==> src/rtl/qpsk_pkg.sv <==
// qpsk_pkg -- shared QPSK framing definitions.
// Holds the framer state type, the 2-bit signed symbol codes and the default
// frame geometry so downstream blocks (rotator, deframer) agree on encoding.
package qpsk_pkg;

    typedef enum logic [1:0] {
        IDLE = 2'd0,
        PRE  = 2'd1,
        PAY  = 2'd2,
        DONE = 2'd3
    } state_t;

    // Signed 2-bit symbol codes: +1, -1 and idle/zero.
    localparam logic [1:0] SYM_P1 = 2'b01;
    localparam logic [1:0] SYM_M1 = 2'b11;
    localparam logic [1:0] SYM_Z  = 2'b00;

    localparam int PRE_LEN_DEF = 8;
    localparam int PAY_LEN_DEF = 64;

    // Bit 0 -> +1, bit 1 -> -1.
    function automatic logic [1:0] map_bit(input logic b);
        return b ? SYM_M1 : SYM_P1;
    endfunction

endpackage

==> src/rtl/qpsk_framer.sv <==
// qpsk_framer -- builds a QPSK frame: PRE_LEN alternating preamble symbols
// followed by PAY_LEN payload symbols made from pairs of serial bits.
//
// Ports:
//   clk        in   rising-edge clock
//   rst        in   synchronous active-high reset
//   start      in   frame-start request (honoured only in IDLE)
//   bit_in     in   serial payload bit
//   bit_valid  in   bit_in valid this cycle
//   bit_ready  out  payload bit accepted this cycle (state == PAY)
//   I, Q       out  2-bit signed symbols (+1=01, -1=11, idle=00)
//   sym_en     out  I/Q carry a new symbol this cycle
//   frame_done out  one-cycle pulse on the final payload symbol
module qpsk_framer
    import qpsk_pkg::*;
#(
    parameter int PRE_LEN = PRE_LEN_DEF,
    parameter int PAY_LEN = PAY_LEN_DEF
) (
    input  logic       clk,
    input  logic       rst,
    input  logic       start,
    input  logic       bit_in,
    input  logic       bit_valid,
    output logic       bit_ready,
    output logic [1:0] I,
    output logic [1:0] Q,
    output logic       sym_en,
    output logic       frame_done
);

    localparam logic [7:0] PRE_LAST = 8'(PRE_LEN - 1);
    localparam logic [9:0] PAY_LAST = 10'(PAY_LEN - 1);

    state_t     state_q, state_d;
    logic [1:0] i_q, i_d, q_q, q_d;
    logic       sym_en_q, sym_en_d;
    logic [7:0] pre_cnt_q, pre_cnt_d;
    logic [9:0] pay_cnt_q, pay_cnt_d;
    logic       half_q, half_d;     // first bit of a pair is waiting
    logic       first_q, first_d;   // that first bit (becomes I)
    logic       accept;

    assign bit_ready  = (state_q == PAY);
    assign accept     = bit_valid && bit_ready;
    assign I          = i_q;
    assign Q          = q_q;
    assign sym_en     = sym_en_q;
    assign frame_done = (state_q == DONE);

    always_comb begin
        state_d   = state_q;
        i_d       = i_q;
        q_d       = q_q;
        sym_en_d  = 1'b0;
        pre_cnt_d = pre_cnt_q;
        pay_cnt_d = pay_cnt_q;
        half_d    = half_q;
        first_d   = first_q;
        case (state_q)
            IDLE: begin
                if (start) begin
                    i_d       = SYM_P1;
                    q_d       = SYM_P1;
                    sym_en_d  = 1'b1;
                    pre_cnt_d = 8'd1;
                    pay_cnt_d = 10'd0;
                    half_d    = 1'b0;
                    state_d   = (PRE_LEN == 1) ? PAY : PRE;
                end
            end
            PRE: begin
                // pre_cnt holds the index of the symbol being loaded now.
                i_d       = pre_cnt_q[0] ? SYM_M1 : SYM_P1;
                q_d       = pre_cnt_q[0] ? SYM_M1 : SYM_P1;
                sym_en_d  = 1'b1;
                pre_cnt_d = pre_cnt_q + 8'd1;
                if (pre_cnt_q == PRE_LAST)
                    state_d = PAY;
            end
            PAY: begin
                if (accept) begin
                    if (!half_q) begin
                        first_d = bit_in;
                        half_d  = 1'b1;
                    end else begin
                        i_d       = map_bit(first_q);
                        q_d       = map_bit(bit_in);
                        sym_en_d  = 1'b1;
                        half_d    = 1'b0;
                        pay_cnt_d = pay_cnt_q + 10'd1;
                        if (pay_cnt_q == PAY_LAST)
                            state_d = DONE;
                    end
                end
            end
            DONE: begin
                // The last symbol is shown during DONE; clear on the way out.
                i_d     = SYM_Z;
                q_d     = SYM_Z;
                state_d = IDLE;
            end
            default: state_d = IDLE;
        endcase
    end

    always_ff @(posedge clk) begin
        if (rst) begin
            state_q   <= IDLE;
            i_q       <= SYM_Z;
            q_q       <= SYM_Z;
            sym_en_q  <= 1'b0;
            pre_cnt_q <= 8'd0;
            pay_cnt_q <= 10'd0;
            half_q    <= 1'b0;
            first_q   <= 1'b0;
        end else begin
            state_q   <= state_d;
            i_q       <= i_d;
            q_q       <= q_d;
            sym_en_q  <= sym_en_d;
            pre_cnt_q <= pre_cnt_d;
            pay_cnt_q <= pay_cnt_d;
            half_q    <= half_d;
            first_q   <= first_d;
        end
    end

endmodule
==> config.mk <==
export PLATFORM = sky130hd
export DESIGN_NAME = qpsk_framer
export DESIGN_NICKNAME = d
export VERILOG_FILES = /design/src/rtl/qpsk_pkg.sv /design/src/rtl/qpsk_framer.sv
export SDC_FILE = /design/constraint.sdc
export NUM_CORES = 1
export LEC_CHECK = 0
export ABC_AREA = 1
export BUFFER_PORTS_ARGS = -buffer_cell sky130_fd_sc_hd__buf_2
export CAP_MARGIN = 30
export CELL_PAD_IN_SITES_DETAIL_PLACEMENT = 1
export CELL_PAD_IN_SITES_GLOBAL_PLACEMENT = 1
export CORE_MARGIN = 4
export CORE_UTILIZATION = 44
export DETAILED_ROUTE_END_ITERATION = 7
export PLACE_DENSITY_LB_ADDON = 0.1
export SETUP_SLACK_MARGIN = 0.15
export SLEW_MARGIN = 20
export SYNTH_ARGS = -nofsm -noshare
export SYNTH_HDL_FRONTEND = slang
export SYNTH_SLANG_ARGS = --single-unit
==> constraint.sdc <==
create_clock -name clk -period 4.55 [get_ports clk]
set_input_delay 0.91 -clock clk [delete_from_list [all_inputs] [get_ports clk]]
set_output_delay 0.91 -clock clk [all_outputs]
set_load 0.005 [all_outputs]
==> reports/results.tsv, run 1 <==
metric	value	unit
mux contribution to synthesized area	0	%
Startpoint Class	flop	
syn_nets	224	
drt total wl	3276	µm
per-cell routed wire length	12.32	µm
first-pass GRT wire length	5920	µm
CP max stage delay	470	ps
Critical-path top delay cell	ha_1	
drt first-iter violations	44	
Clock transition at path regs	140	ps
combinational family with the most area after synthesis	simple AND/OR/NAND/NOR gates	
RSZ-0062 raised after global routing	no	
Hold Buf Count CTS	0	
H-tree levels	1	
post-synthesis sequential area ratio	37.11	%
Hold WC Path Type	reg -> reg	
synthesized area	1403	µm²
vias in the first global route	1408	
top cell type's share of synthesized area	37.11	%
top post-synthesis cells by area	dfxtp_1 37%, nand2_1 14%, inv_1 9.1%	
PnR worst setup slack	2122	ps
pre-CTS worst setup slack	2250	ps
GR Util met3	4.333	%
setup TNS	0	ps
Die Area	4155	µm²
initial antenna violation count	0	
synth unique cells	23	
Mapped Cells	211	
root buffer cell	clkbuf_4	
Clock Skew	7.287	ps
Tcrit/Tclk final	53.36	%
Worst Tran Pin Value	478.9	ps
antenna viol nets, final	0	
detailed-placement wirelength estimate	2630	µm
final std cells w/o fill	266	
Via density	4.977	
Ys Warns	0	
setup repair bufs after CTS	0	
Final min period	2428	ps
power per cell area	490.9	nW/µm²
global-route usage over all layers	17.92	%
Synth Area in Adders	7.136	%
peak supply drop	348.7	µV
drc violations	0	
LEAKAGE	0.0006929	µW
final hold violations	0	
via count	1324	
GR Util met2	33.12	%
Synth Register Bits	26	
status	finished, final reports clean	
GR Util met1	19.87	%
Pre-antenna DRT Iters	4	
Simple-Gate Fraction of Synth Area	32.29	%
IO Count	12	
syn avg cell area	6.647	µm²
RD Place Congestion	0.8066	
Critical Path, Cell by Cell	inv_1 > ha_1 > buf_2	
WP data arrival	1520	ps
Clock Sinks	26	
# diodes	0	
Compound-Gate Fraction of Synth Area	11.78	%
core box area	3053	µm²
largest net degree at the start of global routing	15	
Area Overhead vs Synth	8.742	%
NumNets Final	236	
Worst Path Max Fanout	14	
CTS tree	built	
port bufs	11	
row cnt	20	
Post-Synth XOR/XNOR Area	0.6244	%
layout cells sized above 1	9.009	%
Crit. End Element	primary output	
grt peak-use layer	met2	
Worst-Skew Late Latency	330	ps
placed cells	262	
total gr overflow	0	
WP data required	3640	ps
initial core utilization	45.94	%
cell taking the most area after synthesis	dfxtp_1	
# setup viols final	0	
Resize count post-CTS	0	
relative slew slack	68.07	%
Max Clock Freq	411.9	MHz
Crit Path Category	reg -> out	
max cap viols	0	
maximum buffer depth of the clock tree	2	
Slew Viols, Final	0	
DIE HEIGHT	64.46	µm
Die Width	64.46	µm
TritonCTS buffer count	3	
-- synthesized netlist by cell type (all sizes together) --
library cell  count
nand4             8
nand3b            1
o21ai             8
inv              35
nor3              6
buf               3
ha                8
or2               1
dfxtp            26
xor2              1
a211oi            1
nand2            54
nor2             24
a21oi            22
clkbuf            1
and3              1
nand3            11
-- report_power, final --
part	switching, µW	internal [µW]	total (µW)
logic	244	106	350
clock network	69.8	49.1	119
registers	22.3	258	280
-- registers in the layout, summed over array words and instances (netlist names) --
register / cells
pay_cnt_q: 10
pre_cnt_q: 8
I: 2
state_q: 2
Q: 1
first_q: 1
half_q: 1
sym_en: 1
-- routing by layer --
metal  vias to the layer above  part of all wire [%]
met5                         -                     0
met3                         8                   2.8
met4                         0                   1.8
met2                        18                    50
met1                       609                    45
li1                        689                     -
-- cell type report --
cell class                 instances  area (µm²)
timing repair buffer              11       55.05
fill                             444        1528
tap                               44       55.05
inverter                          35       131.4
sequential                        26       520.5
clock buffer                       4       36.28
multi-input combinational        146       726.9
-- through the flow --
step	instance area, µm²	utilization, %	total power [µW]	hold WS (ps)
3_3_place_gp	1489	48.77	618.8	431.7
2_1_floorplan	1403	-	554.4	420.8
3_5_place_dp	1489	48.77	637.5	451.5
5_1_grt	1525	49.96	824.6	497.2
4_1_cts	1525	49.96	760.2	470.8
6_report	1525	49.96	748.7	463.1
-- critical path: cells and delay by family (launching register included) --
kind	cells	cell delay, ps
adder cells (fa/ha/maj)	1	470
flip-flops	1	370
buffers and inverters	2	340
-- cell families (layout without fill, tap and decap cells) --
family	Yosys count	after routing
buffers and inverters	39	50
adder cells (fa/ha/maj)	8	8
flip-flops	26	26
AND/OR/NAND/NOR	106	106
AO/OA/AOI/OAI	31	31
XOR/XNOR	1	1
-- placed cells by master (no fill, tap or decap), drive strengths merged --
cell    synthesis  layout
nor3            6       6
and3            1       1
xor2            1       1
clkbuf          1       4
a211oi          1       1
dfxtp          26      26
o21ai           8       8
a21oi          22      22
buf             3      11
nand3          11      11
inv            35      35
or2             1       1
ha              8       8
nor2           24      24
nand4           8       8
nand2          54      54
nand3b          1       1
-- worst paths after layout --
path | depth (start not counted) | slack [ps] | start | endpoint
setup / recovery | 3 | 2120 | state_q[0] | bit_ready
hold / removal | 2 | 460 | pay_cnt_q[4] | pay_cnt_q[4]
hold reg to reg | 2 | 460 | pay_cnt_q[4] | pay_cnt_q[4]
setup reg to reg | 10 | 2250 | state_q[0] | pay_cnt_q[4]
Note: power is estimated with default switching activity, not from simulation.
==> run 2, diff against run 1 <==
Settings changed: CORE_UTILIZATION 44 to 41.
Clock period 4.55 ns to 2.5 ns, I/O delays scaled along.
==> run 2 against run 1 <==
  * Sequential share of layout area fell by 0.17 points
  * Setup slack got worse by 1700 ps
  * Global-route usage fell by 0.86 points
  * Total power rose by 85%
  * Critical path type is now reg -> reg
  * Wire length increased by 4.9%
  * Clock-buffer cell count is the same
  * Sequential cell count stayed put
  * Combinational power is 88% higher
==> reports/results.tsv, run 2 (synthesized netlist as in run 1, its figures left out) <==
metric	value	unit
Clock Sinks	26	
peak supply drop	429.5	µV
WP data arrival	2380	ps
Comb pwr share	47.4	%
max cap viols	0	
hold path depth	3	
H-tree levels	1	
drt first-iter violations	53	
highest-count cells in the layout ignoring fill and taps	53 x nand2_1, 34 x inv_1, 26 x dfxtp_1, 23 x nor2_1, 21 x a21oi_1	
final hold violations	0	
# diodes	0	
Via density	4.888	
RD Place Congestion	0.7837	
IO Count	12	
total gr overflow	0	
share of total power in sequential cells	36.8	%
Slew Viols, Final	0	
status	finished, final reports clean	
CTS tree	built	
layout cells sized above 1	9.417	%
core box area	3153	µm²
Crit Path Category	reg -> reg	
Die Width	66.49	µm
Sw Share	44.34	%
NumNets Final	237	
Clock Skew	0.7075	ps
setup TNS	0	ps
relative slew slack	67.03	%
DIE HEIGHT	66.49	µm
RSZ-0062 raised after global routing	no	
Pre-antenna DRT Iters	4	
P_int	770.7	µW
final std cells w/o fill	267	
vias in the first global route	1321	
Resize count post-CTS	0	
initial core utilization	44.48	%
switching power	613.9	µW
TritonCTS buffer count	3	
Hold WC Path Type	in -> reg	
Worst Tran Pin Value	494.5	ps
Crit. End Element	flop	
Startpoint Class	flop	
first-pass GRT wire length	5809	µm
power per cell area	903.3	nW/µm²
R2R depth	10	
Worst Path Max Fanout	14	
via count	1305	
Area Overhead vs Synth	9.277	%
LEAKAGE	0.0006979	µW
max reg flops	10	
port bufs	11	
# setup viols final	0	
WP data required	2770	ps
detailed-placement wirelength estimate	2725	µm
initial antenna violation count	0	
Die Area	4421	µm²
commonest non-fill, non-tap cell in the layout	nand2_1	
placed cells	263	
Hold Buf Count CTS	0	
Worst-Skew Late Latency	330	ps
registers with the most flip-flops	pay_cnt_q (10), pre_cnt_q (8)	
root buffer cell	clkbuf_4	
Final min period	2103	ps
Clock power frac	15.7	%
Clock transition at path regs	140	ps
drt total wl	3437	µm
row cnt	20	
largest net degree at the start of global routing	15	
Tcrit/Tclk final	84.12	%
maximum buffer depth of the clock tree	2	
Largest Register	pay_cnt_q	
setup repair bufs after CTS	0	
Pwr Total	1385	µW
Max Clock Freq	475.5	MHz
per-cell routed wire length	12.87	µm
antenna viol nets, final	0	
global-route usage over all layers	17.06	%
drc violations	0	
## run 2: cell types whose count changed in the layout (fill, tap and decap cells not counted)
| cell | delta |
|---|---|
| buf_4 | +1 |
## run 2: path summary, 6_finish.rpt
path / slack, ps / endpoint / from
setup reg to reg: 400 / pay_cnt_q[3] / state_q[0]
hold reg to reg: 460 / pay_cnt_q[4] / pay_cnt_q[4]
hold / removal: 450 / first_q / bit_in
setup / recovery: 400 / pay_cnt_q[3] / state_q[0]
## run 2: power groups by stage
| stage | Sequential, µW | Clock, µW | Combinational, µW |
|---|---|---|---|
| after detailed placement | 522 | 0 | 654 |
| after CTS | 512 | 223 | 665 |
| after global routing | 520 | 238 | 750 |
| after global placement | 516 | 0 | 624 |
| final | 510 | 218 | 657 |
| after floorplan | 512 | 0 | 497 |
## run 2: layer usage
layer	track usage, %	wire length, µm	up-vias
li1	-	-	689
met1	21.43	1613	594
met2	29.12	1671	15
met3	2.698	82	7
met4	6.345	70	0
met5	0	0	-
## run 2: per-stage QoR
step           util [%]  hold slack (ps)  setup slack [ps]  instance area [µm²]
3_3_place_gp      47.46            431.2             591.5                 1496
6_report          48.61            451.1             396.9                 1533
4_1_cts           48.61            454.6             390.9                 1533
2_1_floorplan         -            420.8             926.6                 1403
5_1_grt           48.61            458.4             170.4                 1533
3_5_place_dp      47.46            445.7             435.4                 1496
## run 2: cell type report
cell class              count  area [µm²]
repair buffers             12       62.56
well taps                  44       55.05
fillers                   455        1620
clock buffers               4       36.28
flip-flops and latches     26       520.5
inverters                  35       131.4
multi-input cells         146       726.9
## run 2: worst max-delay path: stages (launching register included)
cell	delay (ps)
dfxtp_1	370
inv_1	130
ha_1	490
inv_1	130
nand2_1	110
nand2_1	60
nor2_2	200
buf_4	190
nand2_2	50
or2_1	210
a21oi_1	110
